[src/rtl/arm_pkg.sv]
// Shared types and constants for the five-stage ARM core.
// Hazard FSM states, forwarding select encodings, register index width.
package arm_pkg;

  localparam int REG_W = 4;

  typedef enum logic {
    RUN      = 1'b0,
    MEM_WAIT = 1'b1
  } hz_state_t;

  localparam logic [1:0] FWD_RF  = 2'b00;
  localparam logic [1:0] FWD_MEM = 2'b01;
  localparam logic [1:0] FWD_WB  = 2'b10;

endpackage

[src/rtl/hazard_ctrl_fwd_sel.sv]
// Forwarding mux select for one EX source operand.
// The younger MEM result has priority over the WB value.
module fwd_sel
  import arm_pkg::*;
(
  input  logic             fwd_en_i,
  input  logic [REG_W-1:0] src_i,
  input  logic [REG_W-1:0] mem_dest_i,
  input  logic             mem_wb_en_i,
  input  logic [REG_W-1:0] wb_dest_i,
  input  logic             wb_wb_en_i,
  output logic [1:0]       sel_o
);

  always_comb begin
    sel_o = FWD_RF;
    if (!fwd_en_i)
      sel_o = FWD_RF;
    else if (mem_wb_en_i && mem_dest_i == src_i)
      sel_o = FWD_MEM;
    else if (wb_wb_en_i && wb_dest_i == src_i)
      sel_o = FWD_WB;
  end

endmodule

[src/rtl/hazard_ctrl.sv]
// Load-use stall, branch flush and SRAM-wait freeze control,
// plus forwarding selects, perf counters and a sticky timeout flag.
module hazard_ctrl
  import arm_pkg::*;
#(
  parameter int CNT_W       = 16,
  parameter int MEM_TIMEOUT = 64
) (
  input  logic             clk,
  input  logic             rst,
  input  logic             fwd_en,
  input  logic [REG_W-1:0] id_src1,
  input  logic [REG_W-1:0] id_src2,
  input  logic             id_src1_used,
  input  logic             id_two_src,
  input  logic [REG_W-1:0] exe_dest,
  input  logic             exe_wb_en,
  input  logic             exe_mem_r_en,
  input  logic             exe_b,
  input  logic [REG_W-1:0] exe_src1,
  input  logic [REG_W-1:0] exe_src2,
  input  logic [REG_W-1:0] mem_dest,
  input  logic             mem_wb_en,
  input  logic             mem_req,
  input  logic             sram_ready,
  input  logic [REG_W-1:0] wb_dest,
  input  logic             wb_wb_en,
  output logic             freeze_pc,
  output logic             flush_if_id,
  output logic             flush_id_ex,
  output logic             freeze_pipe,
  output logic [1:0]       sel_src1,
  output logic [1:0]       sel_src2,
  output logic             mem_err,
  output logic [CNT_W-1:0] stall_cnt,
  output logic [CNT_W-1:0] flush_cnt
);

  localparam int TO_W = $clog2(MEM_TIMEOUT + 1);
  localparam logic [TO_W-1:0] TO_MAX = TO_W'(MEM_TIMEOUT);

  hz_state_t        state_q, state_d;
  logic [TO_W-1:0]  to_q, to_d;
  logic             err_q, err_d;
  logic [CNT_W-1:0] stall_q, stall_d;
  logic [CNT_W-1:0] flush_q, flush_d;

  logic       frz, fpc, fif, fid;
  logic       hz1, hz2, hazard;
  logic [1:0] s1, s2;

  // Without forwarding every in-flight producer is a RAW hazard.
  assign hz1 = id_src1_used &&
    ((exe_wb_en && exe_dest == id_src1 &&
      (exe_mem_r_en || !fwd_en)) ||
     (!fwd_en && mem_wb_en && mem_dest == id_src1));
  assign hz2 = id_two_src &&
    ((exe_wb_en && exe_dest == id_src2 &&
      (exe_mem_r_en || !fwd_en)) ||
     (!fwd_en && mem_wb_en && mem_dest == id_src2));
  assign hazard = hz1 || hz2;

  always_comb begin
    state_d = state_q;
    to_d    = to_q;
    frz     = 1'b0;
    case (state_q)
      RUN: begin
        if (mem_req && !sram_ready) begin
          state_d = MEM_WAIT;
          to_d    = '0;
          frz     = 1'b1;
        end
      end
      MEM_WAIT: begin
        if (sram_ready) state_d = RUN;
        else            frz     = 1'b1;
        if (to_q != TO_MAX) to_d = to_q + 1'b1;
      end
      default: state_d = RUN;
    endcase
  end

  assign err_d = err_q || (to_d == TO_MAX);

  always_comb begin
    fpc = 1'b0;
    fif = 1'b0;
    fid = 1'b0;
    if (!frz) begin
      if (exe_b) begin
        fif = 1'b1;
        fid = 1'b1;
      end else if (hazard) begin
        fpc = 1'b1;
        fid = 1'b1;
      end
    end
  end

  always_comb begin
    stall_d = stall_q;
    flush_d = flush_q;
    if ((fpc || frz) && stall_q != '1)
      stall_d = stall_q + 1'b1;
    if (fif && flush_q != '1)
      flush_d = flush_q + 1'b1;
  end

  always_ff @(posedge clk or negedge rst) begin
    if (!rst) begin
      state_q <= RUN;
      to_q    <= '0;
      err_q   <= 1'b0;
      stall_q <= '0;
      flush_q <= '0;
    end else begin
      state_q <= state_d;
      to_q    <= to_d;
      err_q   <= err_d;
      stall_q <= stall_d;
      flush_q <= flush_d;
    end
  end

  fwd_sel u_sel1 (
    .fwd_en_i    (fwd_en),
    .src_i       (exe_src1),
    .mem_dest_i  (mem_dest),
    .mem_wb_en_i (mem_wb_en),
    .wb_dest_i   (wb_dest),
    .wb_wb_en_i  (wb_wb_en),
    .sel_o       (s1)
  );

  fwd_sel u_sel2 (
    .fwd_en_i    (fwd_en),
    .src_i       (exe_src2),
    .mem_dest_i  (mem_dest),
    .mem_wb_en_i (mem_wb_en),
    .wb_dest_i   (wb_dest),
    .wb_wb_en_i  (wb_wb_en),
    .sel_o       (s2)
  );

  // Everything is held low while reset is asserted.
  assign freeze_pc   = rst & fpc;
  assign flush_if_id = rst & fif;
  assign flush_id_ex = rst & fid;
  assign freeze_pipe = rst & frz;
  assign sel_src1    = {2{rst}} & s1;
  assign sel_src2    = {2{rst}} & s2;
  assign mem_err     = rst & err_q;
  assign stall_cnt   = {CNT_W{rst}} & stall_q;
  assign flush_cnt   = {CNT_W{rst}} & flush_q;

endmodule
[config.mk]
export PLATFORM = sky130hd
export DESIGN_NAME = hazard_ctrl
export DESIGN_NICKNAME = d
export VERILOG_FILES = /design/src/rtl/arm_pkg.sv /design/src/rtl/hazard_ctrl_fwd_sel.sv /design/src/rtl/hazard_ctrl.sv
export SDC_FILE = /design/constraint.sdc
export NUM_CORES = 1
export LEC_CHECK = 0
export CORE_UTILIZATION = 50
export CTS_CLUSTER_DIAMETER = 60
export DETAILED_ROUTE_END_ITERATION = 10
export PLACE_DENSITY_LB_ADDON = 0.25
export SYNTH_ARGS = -nofsm -noshare
export SYNTH_HDL_FRONTEND = slang
export SYNTH_SLANG_ARGS = --single-unit
[constraint.sdc]
create_clock -name clk -period 3.2 [get_ports clk]
set_input_delay 0.64 -clock clk [delete_from_list [all_inputs] [get_ports clk]]
set_output_delay 0.64 -clock clk [all_outputs]
set_load 0.01 [all_outputs]
==> impl_metrics.json, run 1 <==
{
  "diodes": 0,
  "start_util_pct": 52.49,
  "setup_tns_ps": 0,
  "layout.nets": 414,
  "ir_drop_v": 0.0003961,
  "synth_xor_area_share_pct": 18.34,
  "tightest_slew_ps": 562.1,
  "final_area_mm2": 0.003815,
  "gr-total-overflow": 0,
  "synth_top_family_by_area": "simple AND/OR/NAND/NOR gates",
  "routed_via_density": 5.254,
  "status": "completed",
  "grt_most_used_layer": "met2",
  "grt_pass1_vias": 2119,
  "syn-num-nets": 323,
  "grt_use_met3_pct": 5.291,
  "postPlaceCellArea_mm2": 0.003647,
  "synth_cell_types": 47,
  "cts_htree_levels": 2,
  "cts_buffers": 5,
  "yosys.area_share.simple_pct": 28.34,
  "synth_most_common_cell": "dfrtp_1",
  "p_leak_nw": 1.687,
  "netlist_area_mm2": 0.002715,
  "cp_max_fo": 3,
  "max_freq_ghz": 0.3184,
  "met2_usage_pct": 36.71,
  "die_y_um": 75.69,
  "ys_seq_area_share_pct": 37.79,
  "die-width_um": 75.69,
  "rrSetupSlack_ps": 1070,
  "slew_headroom_pct": 62.52,
  "syn_area_per_cell_um2": 9.732,
  "clockBufferDepth": 2,
  "setup_violations": 0,
  "worstPathArrival_ps": 2500,
  "cap_violations": 0,
  "vias": 2317,
  "r2r_start": "state_q",
  "cts_tree": "done",
  "slew_viol_final": 0,
  "port_buffers": 80,
  "finalHoldViolCount": 0,
  "clock_latency_ps": 300,
  "totalWireLength_um": 6415,
  "drt_pass1_iterations": 4,
  "ant_nets": 0,
  "synth-compound-area-share_pct": 8.525,
  "syn_inst": 279,
  "place_congestion": 0.8203,
  "muxShareOfSynthArea_pct": 1.567,
  "required_ps": 2560,
  "synth.area.top_cells": "dfrtp_1, xnor2_1, and2_1",
  "p_per_area_mw_per_mm2": 460.3,
  "timing.rr.end": "flush_q[13]",
  "synth_ff_type": "dfrtp_1",
  "yosys.area_share.adder_pct": 1.843,
  "clock_sinks": 41,
  "end_kind": "primary output",
  "drt_iter0_drc": 70,
  "ys_top_cells_by_count": "dfrtp_1, and2_1, xnor2_1, xor2_1, nand2_1",
  "clk_transition_reported_paths_ps": 90,
  "place_hpwl_um": 4735,
  "row_count": 26,
  "die-area_mm2": 0.005729,
  "synth_top_area_share_pct": 37.79,
  "core_area_mm2": 0.005172,
  "rsz0062_at_grt": "true",
  "cts_root_buf": "clkbuf_8",
  "met1_usage_pct": 30.36,
  "io_pins": 81,
  "fin_hold_ws_ps": 196.6,
  "drc": 0,
  "wl_per_cell_um": 14.55,
  "hp-class": "in -> async",
  "worst_setup_path_start_kind": "input port",
  "area_growth_pct": 40.51,
  "synth_top_area_cell": "dfrtp_1",
  "cp-startpoint": "mem_dest[1]",
  "grt_pass1_wl_um": 9804,
  "critPathKind": "in -> out",
  "yosysWarningCount": 0,
  "total_power_mw": 1.756,
  "drive_gt1_share_pct": 11.05,
  "grt_usage_pct": 22.87,
  "fill_cells": 367,
  "rr_worst_depth": 7,
  "grt_max_degree": 28,
  "antenna_found_initial": 0,
  "fin_crit_ps": 3141,
  "ys_async_sr_fraction_pct": 100.0,
  "fin_crit_sh_pct": 98.14,
  "finClkSkew_ps": 6.927,
  "synth-edff-count": 0,
  "postLayoutCoreUtil_pct": 73.75,
  "synth_seq_cells": 41
}
## cell type report
class	count	area, µm²	area share (%)
well taps	70	87.58	2.296
flip-flops and latches	41	1026	26.89
clock buffers	5	68.82	1.804
repair buffers	94	898.4	23.55
inverters	11	41.29	1.082
clock inverters	3	68.82	1.804
multi-input cells	217	1624	42.57
## worst max-delay path, cell delays in order
cell             delay [ps]
clkdlybuf4s50_1         430
buf_4                   160
xnor2_1                 160
nand2_1                 100
nor4_2                  280
and3_1                  190
clkdlybuf4s50_1         530
## metal layers
metal  part of all wire (%)  up-vias
li1                       -     1147
met1                     47     1088
met2                     46       72
met3                    5.3       10
met4                    1.9        0
met5                      0        -
## cell families after synthesis
family / after synthesis
xor gates and xnor gates: 56
and+or+nand+nor: 126
DFF: 41
AOI/OAI and AO/OA: 27
adders and majority gates: 4
muxes: 4
buffers and inverters: 21
## registers in the layout, summed over array words and instances (netlist names)
signal / flops
flush_q: 16
stall_q: 16
to_q: 7
err_q: 1
state_q: 1
## where the power goes
| part | total [mW] | switching, mW | internal (mW) |
|---|---|---|---|
| Clock | 0.504 | 0.190 | 0.314 |
| Combinational | 0.531 | 0.243 | 0.288 |
| Sequential | 0.722 | 0.108 | 0.614 |
| Total | 1.76 | 0.540 | 1.22 |
## how the worst max path moves through the flow
stage	to	slack (ps)	cells past startpoint
after global placement	flush_id_ex	-70	7
after global routing	sel_src2[1]	-30	6
after detailed placement	flush_id_ex	-90	7
after CTS	sel_src2[0]	20	5
after floorplan	flush_id_ex	960	5
final	sel_src1[0]	60	7
## timing repair
action	CTS	global route
gates resized for setup	8	2
hold buffers	0	0
pin swaps	1	2
endpoints found under the setup margin	4	2
setup buffers	0	0
## metrics by stage
stage,cells,setup WS (ps)
2_1_floorplan,279,958.3
3_3_place_gp,433,-69.73
3_5_place_dp,433,-93.40
4_1_cts,441,16.71
5_1_grt,441,-33.71
6_report,441,59.37
## placed cells by master, fill, tap and decap left out, drive strengths merged, types with 9 or more instances in the layout
cell and instances:
clkdlybuf4s50 74, dfrtp 41, xnor2 39, and2 38
xor2 17, nand2 16, nand4 15, buf 15
nand3 15, and3 13, inv 12, a21oi 9
Power figures use the tool's default switching activity.
==> run 2, diff against run 1 <==
==> constraint.sdc (replaced) <==
create_clock -name clk -period 3.2 [get_ports clk]
set_input_delay 0.48 -clock clk [delete_from_list [all_inputs] [get_ports clk]]
set_output_delay 0.48 -clock clk [all_outputs]
set_load 0.01 [all_outputs]
==> run 2 against run 1 <==
  * Die area unchanged
  * Combinational power down 3%
  * Sequential share of layout area up 0.78 points
  * Final cell count down 2.7%
  * Utilization down 2.1 points
  * Fmax up 3.0%
  * Via count down 2.3%
  * Register-to-register slack worse by 160 ps
  * Clock power up 2%
  * Total power down 0.33%
  * Setup slack better by 93 ps
  * Largest cell class unchanged
==> impl_metrics.json, run 2 (synthesis gave the netlist of run 1 again) <==
{
  "most-common-layout-cells": "clkdlybuf4s50_1, dfrtp_1, and2_1, xnor2_1, xor2_1",
  "cp_max_fo": 4,
  "clockBufferDepth": 2,
  "ir_drop_v": 0.0004910,
  "cts_htree_levels": 2,
  "clock_sinks": 41,
  "cts_root_buf": "clkbuf_8",
  "worst_setup_path_start_kind": "input port",
  "slew_headroom_pct": 63.62,
  "grt_pass1_wl_um": 10140,
  "drive_gt1_share_pct": 7.242,
  "fin_crit_ps": 3048,
  "drt_pass1_iterations": 4,
  "setup_violations": 0,
  "fin_crit_sh_pct": 95.24,
  "io_pins": 81,
  "rsz0062_at_grt": "false",
  "worstPathArrival_ps": 2570,
  "antenna_found_initial": 0,
  "drc": 0,
  "start_util_pct": 52.49,
  "slowest_delay_ps": 570,
  "diodes": 0,
  "cts_resized": 0,
  "layout_commonest_cell": "clkdlybuf4s50_1",
  "place_hpwl_um": 4675,
  "dp.cells": 421,
  "cap_violations": 0,
  "ant_nets": 0,
  "place_congestion": 0.8286,
  "die_y_um": 75.69,
  "grt_max_degree": 46,
  "cts_hold_buf": 0,
  "clock_latency_ps": 300,
  "die-width_um": 75.69,
  "critPathKind": "in -> out",
  "cts_buffers": 5,
  "grt_usage_pct": 23.62,
  "required_ps": 2720,
  "gr-total-overflow": 0,
  "hp-class": "in -> async",
  "p_leak_nw": 1.594,
  "clk_transition_reported_paths_ps": 90,
  "max_freq_ghz": 0.3281,
  "status": "completed",
  "post_cts_buffers": 0,
  "finClkSkew_ps": 11.99,
  "p_per_area_mw_per_mm2": 472.1,
  "grt_pass1_vias": 2131,
  "slew_viol_final": 0,
  "fin_cells": 429,
  "drt_iter0_drc": 82,
  "crit_path_frequent_cell": "clkdlybuf4s50_1",
  "tightest_slew_ps": 545.7,
  "cts_tree": "done",
  "cp_slowest_cell": "clkdlybuf4s50_1",
  "fill_cells": 385,
  "core_area_mm2": 0.005172,
  "finalHoldViolCount": 0,
  "die-area_mm2": 0.005729,
  "crit_chain": "clkdlybuf4s50_1 > inv_1 > a222oi_1 > nor4b_1 > and3_1 > clkdlybuf4s50_1",
  "vias": 2263,
  "wl_per_cell_um": 15.05,
  "end_kind": "primary output",
  "totalWireLength_um": 6458,
  "row_count": 26,
  "setup_tns_ps": 0,
  "port_buffers": 80,
  "area_growth_pct": 36.54,
  "layout.nets": 402,
  "routed_via_density": 5.275,
  "reg_top3": "flush_q (16), stall_q (16), to_q (7)"
}
-- run 2: path summary, 6_finish.rpt --
kind	from	to	slack, ps	depth (start not counted)
setup / recovery	mem_dest[1]	sel_src2[0]	150	6
hold / removal	rst	stall_q[12]	70	1
setup reg to reg	state_q	flush_q[15]	910	7
hold reg to reg	err_q	err_q	470	1
max in group asynchronous	rst	stall_q[0]	2610	2
min in group clk	err_q	err_q	470	1
-- run 2: area by class of cell --
class                      count  area (µm²)  share of cell area, %
multi-input combinational    217        1592                  42.93
sequential                    41        1026                  27.67
timing repair buffer          82       823.3                  22.21
tap                           70       87.58                  2.362
clock buffer                   5       68.82                  1.856
clock inverter                 3       68.82                  1.856
inverter                      11       41.29                  1.114
-- run 2: where the power goes --
part	leakage, nW	switching [mW]	internal (mW)
Sequential	0.543	0.111	0.614
Combinational	0.982	0.232	0.280
Clock	0.0687	0.198	0.314
Total	1.59	0.542	1.21
-- run 2: routing by layer --
metal | vias to the layer above | GRT usage [%] | part of all wire, %
li1 | 1122 | - | -
met5 | - | 0 | 0
met4 | 0 | 8.230 | 1.9
met2 | 69 | 38.00 | 45
met3 | 11 | 5.291 | 5.6
met1 | 1061 | 31.53 | 48
-- run 2: stage by stage --
step	power, mW	util [%]	hold WS [ps]	instance area [µm²]	setup WS (ps)
after floorplan	1.010	-	184.4	2715	1162
after global placement	1.224	69.01	391.1	3570	228.4
after detailed placement	1.242	69.01	395.7	3570	175.8
after CTS	1.761	71.67	64.92	3707	169.7
after global routing	1.854	71.67	66.57	3707	69.05
final	1.750	71.67	68.81	3707	152.3
-- run 2: worst max-delay path, delay by kind of cell --
kind	cells	cell delay, ps
buf+inv	3	1180
compound gates	1	280
simple gates	2	610
==> run 3, diff against run 2 <==
- CELL_PAD_IN_SITES_DETAIL_PLACEMENT: default -> 0
- CELL_PAD_IN_SITES_GLOBAL_PLACEMENT: default -> 1
- CORE_UTILIZATION: 50 -> 38
==> run 3 against run 2 <==
  * Final cell count rose by 6.3%
  * Die area rose by 31%
  * Fmax is essentially flat
  * Largest cell class unchanged
  * Highest routed layer unchanged
==> impl_metrics.json, run 3 (synthesis gave the netlist of run 1 again) <==
{
  "power_frac_comb_pct": 32.0,
  "gr-total-overflow": 0,
  "wl_met2_um": 2661,
  "grt_usage_pct": 17.06,
  "clockBufferDepth": 2,
  "core_area_mm2": 0.006832,
  "grt_pass1_vias": 2240,
  "worstPathArrival_ps": 2560,
  "dr_wl_met3_um": 391,
  "end_kind": "primary output",
  "routed_via_density": 4.987,
  "worst-path-buf-inv": 3,
  "die_y_um": 86.53,
  "crit_family": "buffers and inverters",
  "wl_per_cell_um": 13.52,
  "p_leak_nw": 1.584,
  "p_clk_share_pct": 23.1,
  "cp_num_cells": 6,
  "post_cts_buffers": 0,
  "required_ps": 2720,
  "antenna_found_initial": 0,
  "seqCellArea_mm2": 0.001026,
  "seqPwrFrac_pct": 44.9,
  "cts_htree_levels": 2,
  "drc": 0,
  "grt_max_degree": 54,
  "cts_root_buf": "clkbuf_8",
  "layout.nets": 403,
  "slowest_delay_ps": 600,
  "drive_gt1_share_pct": 7.500,
  "setup_tns_ps": 0,
  "row_count": 30,
  "place_hpwl_um": 4706,
  "worst_setup_path_start_kind": "input port",
  "area_growth_pct": 36.68,
  "crit_path_frequent_cell": "clkdlybuf4s50_1",
  "cts_tree": "done",
  "clock_sinks": 41,
  "die-width_um": 86.53,
  "power.switching_mw": 0.5174,
  "clock_latency_ps": 290,
  "finClkSkew_ps": 3.284,
  "totalWireLength_um": 6167,
  "cp_max_fo": 4,
  "fill_cells": 647,
  "max_freq_ghz": 0.3284,
  "slew_viol_final": 0,
  "fin_hold_ws_ps": 58.64,
  "p_per_area_mw_per_mm2": 433.6,
  "ant_nets": 0,
  "finalHoldViolCount": 0,
  "drt_pass1_iterations": 4,
  "clk_transition_reported_paths_ps": 80,
  "setup_violations": 0,
  "diodes": 0,
  "reg_top3": "flush_q (16), stall_q (16), to_q (7)",
  "cts_hold_buf": 0,
  "highest-signal-layer": "met4",
  "internal_power_mw": 1.092,
  "port_buffers": 80,
  "drt-met1-wl_um": 3066,
  "cap_violations": 0,
  "critPathKind": "in -> out",
  "swShare_pct": 32.15,
  "io_pins": 81,
  "drt_iter0_drc": 61,
  "cp_slowest_cell": "clkdlybuf4s50_1",
  "hp-class": "in -> async",
  "status": "completed",
  "fin_crit_ps": 3045,
  "cts_buffers": 5,
  "most-common-layout-cells": "clkdlybuf4s50_1, dfrtp_1, and2_1, xnor2_1, xor2_1",
  "rrSetupSlack_ps": 1090,
  "vias": 2274,
  "tightest_slew_ps": 540.2,
  "cts_resized": 0,
  "grt_pass1_wl_um": 10240,
  "crit_chain": "clkdlybuf4s50_1 > inv_1 > a222oi_1 > nor4b_1 > and3_1 > clkdlybuf4s50_1",
  "layout_commonest_cell": "clkdlybuf4s50_1",
  "die-area_mm2": 0.007487,
  "rsz0062_at_grt": "false",
  "postLayoutCoreUtil_pct": 54.32,
  "fin_crit_sh_pct": 95.15,
  "ir_drop_v": 0.0003125,
  "slew_headroom_pct": 63.98,
  "start_util_pct": 39.74,
  "multiInputGateArea_mm2": 0.001592,
  "rr_worst_depth": 7,
  "place_congestion": 0.8126
}
run 3: cell types whose count changed in the layout (fill, tap and decap cells not counted), sizes merged:
cell and change:
bufinv -2, clkbuf +2, buf +1, clkinv +1, inv -1
run 3: path summary, 6_finish.rpt:
| path | start | end |
|---|---|---|
| worst min register to register | err_q | err_q |
| worst min-delay path | rst | stall_q[1] |
| min in group clk | err_q | err_q |
| worst max register to register | state_q | flush_q[9] |
| max in group asynchronous | rst | flush_q[13] |
| worst max-delay path | mem_dest[1] | sel_src2[0] |
run 3: layout make-up:
class                   count  area share [%]
multi-input cells         217           42.89
flip-flops and latches     41           27.65
clock buffers               7           2.596
well taps                  96           3.237
clock inverters             1          0.1349
inverters                  11           1.113
repair buffers             83           22.39
run 3: through the flow:
stage,instances,area [µm²],total power [mW],setup WS [ps]
4_1_cts,456,3711,1.631,137.9
3_3_place_gp,448,3610,1.237,193.0
3_5_place_dp,448,3610,1.250,139.8
6_report,456,3711,1.609,155.3
2_1_floorplan,279,2715,1.010,1162
5_1_grt,456,3711,1.715,28.71
run 3: power groups by stage:
stage          registers [mW]  clock network [mW]  logic (mW)
2_1_floorplan           0.700                   0       0.310
3_3_place_gp            0.729                   0       0.508
3_5_place_dp            0.732                   0       0.518
4_1_cts                 0.723               0.386       0.522
5_1_grt                 0.740               0.405       0.569
6_report                0.723               0.372       0.515
run 3: layer usage:
layer | GRT usage (%) | vias to the layer above
met2 | 27.92 | 65
li1 | - | 1122
met1 | 23.01 | 1083
met3 | 3.810 | 4
met4 | 4.091 | 0
met5 | 0 | -
